## src/rtl/pc_sequencer_if.sv

```systemverilog
// Handshake/bus bundle between the PC sequencer and its neighbours
// (main control, hazard unit, branch logic, PC register).
interface pc_sequencer_if #(
  parameter int ADDR_W = 16
);
  logic              halt_req;
  logic              resume;
  logic              hazard_stall;
  logic              imem_ready;
  logic              jmp_valid;
  logic [ADDR_W-1:0] jmp_target;
  logic              br_taken;
  logic [ADDR_W-1:0] br_target;
  logic [ADDR_W-1:0] pc_current;
  logic [ADDR_W-1:0] next_address;
  logic              pc_halt;
  logic              pc_stall;
  logic              flush_if;
  logic              flush_id;
  logic              align_err;
  logic [2:0]        seq_state;

  modport master (
    output halt_req, resume, hazard_stall, imem_ready,
    output jmp_valid, jmp_target, br_taken, br_target, pc_current,
    input  next_address, pc_halt, pc_stall, flush_if, flush_id,
    input  align_err, seq_state
  );

  modport slave (
    input  halt_req, resume, hazard_stall, imem_ready,
    input  jmp_valid, jmp_target, br_taken, br_target, pc_current,
    output next_address, pc_halt, pc_stall, flush_if, flush_id,
    output align_err, seq_state
  );
endinterface

```

## src/rtl/pc_sequencer.sv

```systemverilog
// Program-counter sequencer: picks the next fetch address each cycle and drives
// the PC register halt/stall controls plus IF/ID flush pulses after redirects.
module pc_sequencer #(
  parameter int                ADDR_W       = 16,
  parameter int                PC_INC       = 2,
  parameter int                FLUSH_CYCLES = 2,
  parameter logic [ADDR_W-1:0] RESET_VECTOR = {ADDR_W{1'b0}}
) (
  input logic           clk,
  input logic           rst,
  pc_sequencer_if.slave bus
);

  typedef enum logic [2:0] {
    ST_BOOT     = 3'd0,
    ST_RUN      = 3'd1,
    ST_MEM_WAIT = 3'd2,
    ST_FLUSH    = 3'd3,
    ST_HALTED   = 3'd4
  } state_t;

  localparam logic [ADDR_W-1:0] INC_V    = ADDR_W'(PC_INC);
  localparam logic [2:0]        CNT_LOAD = 3'(FLUSH_CYCLES - 1);
  // With a single bubble the redirect cycle itself is the whole flush.
  localparam state_t            REDIR_ST = (FLUSH_CYCLES > 1) ? ST_FLUSH : ST_RUN;

  state_t            state_r, state_nxt;
  logic [2:0]        cnt_r, cnt_nxt;
  logic              align_r, align_nxt;
  logic [ADDR_W-1:0] next_address_s;
  logic              halt_s, stall_s, flush_s;
  logic              redirect_s;
  logic [ADDR_W-1:0] target_s;
  logic [ADDR_W-1:0] seq_addr_s;

  assign redirect_s = bus.jmp_valid | bus.br_taken;
  assign target_s   = bus.jmp_valid ? bus.jmp_target : bus.br_target;
  assign seq_addr_s = bus.pc_current + INC_V;

  // State, bubble counter and alignment flag registers.
  always_ff @(posedge clk or negedge rst) begin
    if (!rst) begin
      state_r <= ST_BOOT;
      cnt_r   <= 3'd0;
      align_r <= 1'b0;
    end else begin
      state_r <= state_nxt;
      cnt_r   <= cnt_nxt;
      align_r <= align_nxt;
    end
  end

  // Next-state and combinational PC-register controls.
  always_comb begin
    state_nxt      = state_r;
    cnt_nxt        = cnt_r;
    align_nxt      = 1'b0;
    next_address_s = bus.pc_current;
    halt_s         = 1'b0;
    stall_s        = 1'b0;
    flush_s        = 1'b0;
    case (state_r)
      ST_BOOT: begin
        next_address_s = RESET_VECTOR;
        stall_s        = 1'b1;
        state_nxt      = ST_RUN;
      end
      ST_HALTED: begin
        halt_s = 1'b1;
        if (bus.resume && !bus.halt_req) begin
          state_nxt = ST_RUN;
        end else begin
          state_nxt = ST_HALTED;
        end
      end
      // MEM_WAIT shares RUN's rules: a ready memory simply falls through them.
      ST_RUN, ST_MEM_WAIT, ST_FLUSH: begin
        if (bus.halt_req) begin
          halt_s    = 1'b1;
          state_nxt = ST_HALTED;
        end else if (redirect_s) begin
          next_address_s = {target_s[ADDR_W-1:1], 1'b0};
          align_nxt      = target_s[0];
          flush_s        = 1'b1;
          cnt_nxt        = CNT_LOAD;
          state_nxt      = REDIR_ST;
        end else if (state_r == ST_FLUSH) begin
          flush_s        = 1'b1;
          next_address_s = seq_addr_s;
          cnt_nxt        = cnt_r - 3'd1;
          if (cnt_r <= 3'd1) begin
            state_nxt = ST_RUN;
          end else begin
            state_nxt = ST_FLUSH;
          end
        end else if (!bus.imem_ready) begin
          stall_s   = 1'b1;
          state_nxt = ST_MEM_WAIT;
        end else if (bus.hazard_stall) begin
          stall_s   = 1'b1;
          state_nxt = ST_RUN;
        end else begin
          next_address_s = seq_addr_s;
          state_nxt      = ST_RUN;
        end
      end
      default: begin
        next_address_s = RESET_VECTOR;
        stall_s        = 1'b1;
        state_nxt      = ST_BOOT;
        cnt_nxt        = 3'd0;
      end
    endcase
  end

  assign bus.next_address = next_address_s;
  assign bus.pc_halt      = halt_s;
  assign bus.pc_stall     = stall_s;
  assign bus.flush_if     = flush_s;
  assign bus.flush_id     = flush_s;
  assign bus.align_err    = align_r;
  assign bus.seq_state    = state_r;

endmodule

```

## src/flat_wrapper.sv

```systemverilog
// flat-port wrapper written by rule: the top's interface ports become plain ports
module pc_sequencer_flat 
#(
  parameter int                ADDR_W       = 16,
  parameter int                PC_INC       = 2,
  parameter int                FLUSH_CYCLES = 2,
  parameter logic [ADDR_W-1:0] RESET_VECTOR = {ADDR_W{1'b0}}
)
  (clk, rst, bus_halt_req, bus_resume, bus_hazard_stall, bus_imem_ready, bus_jmp_valid, bus_jmp_target, bus_br_taken, bus_br_target, bus_pc_current, bus_next_address, bus_pc_halt, bus_pc_stall, bus_flush_if, bus_flush_id, bus_align_err, bus_seq_state);
  pc_sequencer_if #(.ADDR_W(ADDR_W)) bus_i ();
  input logic clk;
  input logic rst;
  input wire logic [$bits(bus_i.halt_req)-1:0] bus_halt_req;
  input wire logic [$bits(bus_i.resume)-1:0] bus_resume;
  input wire logic [$bits(bus_i.hazard_stall)-1:0] bus_hazard_stall;
  input wire logic [$bits(bus_i.imem_ready)-1:0] bus_imem_ready;
  input wire logic [$bits(bus_i.jmp_valid)-1:0] bus_jmp_valid;
  input wire logic [$bits(bus_i.jmp_target)-1:0] bus_jmp_target;
  input wire logic [$bits(bus_i.br_taken)-1:0] bus_br_taken;
  input wire logic [$bits(bus_i.br_target)-1:0] bus_br_target;
  input wire logic [$bits(bus_i.pc_current)-1:0] bus_pc_current;
  output wire logic [$bits(bus_i.next_address)-1:0] bus_next_address;
  output wire logic [$bits(bus_i.pc_halt)-1:0] bus_pc_halt;
  output wire logic [$bits(bus_i.pc_stall)-1:0] bus_pc_stall;
  output wire logic [$bits(bus_i.flush_if)-1:0] bus_flush_if;
  output wire logic [$bits(bus_i.flush_id)-1:0] bus_flush_id;
  output wire logic [$bits(bus_i.align_err)-1:0] bus_align_err;
  output wire logic [$bits(bus_i.seq_state)-1:0] bus_seq_state;
  assign bus_i.halt_req = bus_halt_req;
  assign bus_i.resume = bus_resume;
  assign bus_i.hazard_stall = bus_hazard_stall;
  assign bus_i.imem_ready = bus_imem_ready;
  assign bus_i.jmp_valid = bus_jmp_valid;
  assign bus_i.jmp_target = bus_jmp_target;
  assign bus_i.br_taken = bus_br_taken;
  assign bus_i.br_target = bus_br_target;
  assign bus_i.pc_current = bus_pc_current;
  assign bus_next_address = bus_i.next_address;
  assign bus_pc_halt = bus_i.pc_halt;
  assign bus_pc_stall = bus_i.pc_stall;
  assign bus_flush_if = bus_i.flush_if;
  assign bus_flush_id = bus_i.flush_id;
  assign bus_align_err = bus_i.align_err;
  assign bus_seq_state = bus_i.seq_state;
  pc_sequencer #(.ADDR_W(ADDR_W), .PC_INC(PC_INC), .FLUSH_CYCLES(FLUSH_CYCLES), .RESET_VECTOR(RESET_VECTOR)) u_core (.clk(clk), .rst(rst), .bus(bus_i));
endmodule
```

## config.mk

```make
export PLATFORM = sky130hd
export DESIGN_NAME = pc_sequencer_flat
export DESIGN_NICKNAME = d
export VERILOG_FILES = /design/src/rtl/pc_sequencer_if.sv /design/src/rtl/pc_sequencer.sv /design/src/flat_wrapper.sv
export SDC_FILE = /design/constraint.sdc
export NUM_CORES = 1
export LEC_CHECK = 0
export CAP_MARGIN = 20
export CORE_AREA = 2 2 64 66
export CTS_CLUSTER_DIAMETER = 100
export DETAILED_ROUTE_END_ITERATION = 7
export DIE_AREA = 0 0 66 68
export PLACE_DENSITY = 0.79
export SLEW_MARGIN = 15
export SYNTH_ARGS = -nofsm -noshare
export SYNTH_HDL_FRONTEND = slang
export SYNTH_SLANG_ARGS = --single-unit
```

## constraint.sdc

```tcl
create_clock -name clk -period 2.89 [get_ports clk]
set_input_delay 0.578 -clock clk [delete_from_list [all_inputs] [get_ports clk]]
set_output_delay 0.578 -clock clk [all_outputs]
set_load 0.005 [all_outputs]
```

# == Word level (Yosys, flattened, before mapping) ==
# Cells that the tools add are included.
# W data, S select, Z words.
# op_classes
addsub,2
n_mux,33
reduce_logical,6
eq_ne,6
n_lt_le_gt_ge,1
bitwise,2
# op_table
op,count
$mux W16,6
$pmux W16 S2,1
$mux W3,7
$add A16 B2 Y16 const B,1
$mux W1,13
$pmux W3 S3,1
$eq A3 B2 Y1 const B,2
$pmux W3 S2,1
$mux W2,2
$pmux W1 S2,2
$eq A3 B1 Y1 const B,1
$eq A3 B3 Y1 const B,1
$le A3 B1 Y1 const B,1
$logic_not A3 Y1,1
$ne A3 B1 Y1 const B,1
$reduce_and A3 Y1,1
$reduce_or A3 Y1,1
$sub A3 B1 Y3 const B,1
$ne A2 B2 Y1 const B,1
$reduce_or A2 Y1,1
$logic_and A1 B1 Y1,1
$logic_not A1 Y1,1
$not A1 Y1,1
$or A1 B1 Y1,1
# word_totals
out_inout_bits,24
ff_bits,7
in_bits,56

# == Depth between registers and ports, before layout ==
# depth
ltp_word,7
mapped_depth,7
mapped_depth_nobuf,5

# == Worst setup path before layout ==
# Ideal clock, no wire load.
# synth_timing
path_type,input -> output
startpoint,input bus_pc_current[1]
endpoint,output bus_next_address[9]
setup_slack_ns,0.475
path_stages,5
t_arrival_ns,1.837
path_buffers,0
path_cell_list,ha_1 -> nand3_1 -> a2111o_1 -> or4b_1 -> nand3_1
# synth_between
elab_chain_cells,7
# synth_lines
element,line,source
start: declaration,flat_wrapper.sv:21,input wire logic [$bits(bus_i.pc_current)-1:0] bus_pc_current;
$add A16 B2 Y16 *,pc_sequencer.sv:38,assign seq_addr_s = bus.pc_current + INC_V;
$mux W16,pc_sequencer.sv:99,end else if (bus.hazard_stall) begin
$mux W16,pc_sequencer.sv:96,end else if (!bus.imem_ready) begin
$mux W16 *,pc_sequencer.sv:87,end else if (state_r == ST_FLUSH) begin
$mux W16 *,pc_sequencer.sv:81,end else if (redirect_s) begin
$mux W16 *,pc_sequencer.sv:78,if (bus.halt_req) begin
$pmux W16 S2 *,pc_sequencer.sv:62,case (state_r)
end: declaration,flat_wrapper.sv:22,output wire logic [$bits(bus_i.next_address)-1:0] bus_next_address;
# Mark *: on every way between the ends. The rest lies on a longest branch, timed or not.

# == Final worst setup path ==
# layout_timing
startpoint,register u_core.state_r[2] (netlist: u_core.bus.seq_state[2])
endpoint,output bus_next_address[1]
# layout_between
elab_chain_cells,5
# layout_lines
element,line,source
start: declaration,pc_sequencer.sv:27,"state_t state_r, state_nxt;"
start signal: assignment,pc_sequencer.sv:47,state_r <= state_nxt;
$eq A3 B2 Y1,"pc_sequencer.sv:62, pc_sequencer.sv:87",
$mux W16,pc_sequencer.sv:87,
$mux W16,pc_sequencer.sv:81,
$mux W16,pc_sequencer.sv:78,
$pmux W16 S2 *,pc_sequencer.sv:62,
# Marked as above.

==> qor.yml <==
status: "complete, no violations"
r2r_start: "u_core.bus.seq_state[2]"
min_path_type: "reg -> reg"
drtIter0Drc: 270
async_flop_share: 1.00
yosys_register_bits: 7
hold_depth: 2
drc: 0
cp_max_fo: 14
finalSetupViolations: 0
p_leak_nw: 1.25
cts_buffer_depth: 2
synth_edf_count: 0
utilization: 0.755
grt_max_degree: 15
placed_area_mm2: 0.00271
max_cap_violations: 0
max_slew.worst_pin.slew_ns: 0.371
startpoint: "u_core.bus.seq_state[2]"
clkLatencyLatePin_ns: 0.23
fin_nets: 400
avgRoutedWirePerCell_um: 18.2
critPathLaunchType: "flip-flop"
htreeDepth: 1
grt_pass1_wl_um: 10700
vias: 2406
clock_skew_ns: 0.000341
fin_area_mm2: 0.00291
antenna_found_initial: 0
dp_slack_ns: -0.608
fin_crit_sh: 0.985
fp.dieH_um: 68
clock_sinks: 7
synth_area_mm2: 0.00144
firstDrtPassIters: 5
rrSetupSlack_ns: 1.20
cp.required_ns: 2.31
relSlewSlack: 0.751
cts_tree: "built"
rows: 23
grt.total_usage: 0.306
ys_seq_area_frac: 0.122
crit_end: "bus_next_address[1]"
yosysWarnings: 0
drive_gt1_frac: 0.312
area_growth_pct: 103
die_w_um: 66
fp.coreArea_mm2: 0.00386
fmax_ghz: 0.351
clkSlewWorstSetupHoldPaths_ns: 0.04
cts_root_buffer: "clkbuf_8"
overflow: 0
p_per_area_mw_per_mm2: 555
hold_viol_final: 0
syn_nets: 256
setup_tns_ns: 0
yosysUniqueCellTypes: 62
io_pins: 80
min_period_ns: 2.85
dieArea_mm2: 0.00449
worstSetupEndpointType: "output port"
synth.avg_cell_area_um2: 7.30
via_per_inst: 6.15
ir_drop_mv: 0.289
drt-total-wl_um: 7110
grt_pass1_vias: 2295
hold_buffers: 0
cts_buffers: 3
cp.arrival_ns: 2.27
worst_hold_slack_ns: 0.560
drv_slew: 0
reg2regPathDepth: 4
place.gp.congestion: 0.975
rr_endpoint: "u_core.cnt_r[2]"
portBuffers: 79
dp_hpwl_um: 4920
setup_ws_ns: 0.0424
syn_inst: 197
ant_nets: 0
initial_utilization: 0.373
path_class: "reg -> out"
synthFlopType: "dfrtp_1"
-- routing by layer --
metal | up-vias | GRT usage | wire [um]
met5 | - | 0 | 0
met3 | 43 | 0.0526 | 663
met1 | 1094 | 0.349 | 2640
met2 | 194 | 0.548 | 3470
li1 | 1075 | - | -
met4 | 0 | 0.163 | 338
-- placed cells by master, fill, tap and decap left out, types with 4 or more instances in the layout --
cell,n
buf_4,69
clkdlybuf4s50_1,53
dlygate4sd2_1,15
a21oi_1,14
nor2_1,12
inv_1,11
a22oi_1,10
nand3_1,9
nand2b_1,8
o211ai_1,8
nand2_1,8
o21ai_1,7
dfrtp_1,7
o21ai_0,6
nand4_1,4
a2111o_1,4
nor4_1,4
or3_1,4
o2111a_1,4
buf_6,4
-- metrics by stage --
stage,power [mW],instances
5_1_grt,1.72,390
2_1_floorplan,0.762,197
6_report,1.62,391
3_3_place_gp,1.41,378
3_5_place_dp,1.43,378
4_1_cts,1.57,389
-- how the worst min path moves through the flow --
| stage | startpoint | end | slack (ns) |
|---|---|---|---|
| floorplan | rst | u_core.bus.align_err | 0.28 |
| global placement | u_core.cnt_r[1] | u_core.cnt_r[1] | 0.52 |
| detailed placement | u_core.cnt_r[1] | u_core.cnt_r[1] | 0.53 |
| CTS | u_core.cnt_r[1] | u_core.cnt_r[1] | 0.55 |
| global route | u_core.cnt_r[1] | u_core.cnt_r[1] | 0.57 |
| finish | u_core.cnt_r[1] | u_core.cnt_r[1] | 0.56 |
-- cell families (layout without fill, tap and decap cells) --
family,count (synthesis),after routing,share of synthesized area
compound gates,87,87,0.453
simple gates,72,72,0.303
buf+inv,26,169,0.0818
flops,7,7,0.122
fa+ha+maj,4,4,0.0331
mux,1,1,0.00696
other cells,0,1,0
-- sequential cells by signal, indices dropped and copies added (netlist names) --
signal and cells:
u_core.bus.seq_state 3, u_core.cnt_r 3, u_core.bus.align_err 1
-- critical path, cell delays in order, from the launching register on --
cell	delay, ns
dfrtp_1	0.39
o21ba_4	0.36
nand2_2	0.17
o41ai_1	0.43
a22o_1	0.19
clkdlybuf4s50_1	0.50
-- layout make-up --
class	count	area, um^2
flip-flops and latches	7	175
diodes	1	2.50
inverters	13	48.8
well taps	50	62.6
repair buffers	152	1320
fillers	268	943
clock buffers	4	45.0
multi-input cells	164	1250
-- synth_stat cells (3+ instances only) --
library cell	count	area, um^2
dfrtp_1	7	175
nand4_1	4	25.0
a22oi_1	10	75.1
o2111a_1	4	45.0
o21ai_1	6	30.0
a31oi_1	3	18.8
a211o_1	3	26.3
nand2b_1	9	56.3
nand2_1	10	37.5
nor2_1	12	45.0
o211ai_1	8	60.1
ha_1	3	37.5
or4b_1	3	30.0
a2111o_1	4	45.0
buf_2	4	20.0
clkbuf_1	4	15.0
nor4_1	4	25.0
buf_4	4	30.0
or3_1	4	25.0
inv_1	11	41.3
a21oi_1	15	75.1
o21ai_0	7	35.0
nand3_1	10	50.1
-- power breakdown --
group | internal, mW | total, mW | switching, mW
clock network | 0.0960 | 0.145 | 0.0488
logic | 0.686 | 1.29 | 0.605
registers | 0.138 | 0.181 | 0.0430
-- repair_timing --
| item | in CTS | in global routing |
|---|---|---|
| pin swaps | 19 | 11 |
| gates cloned | 1 | 0 |
| setup buffers | 6 | 1 |
| setup endpoints to repair | 19 | 8 |
| gates resized for setup | 58 | 12 |
Power figures use the tool's default switching activity.
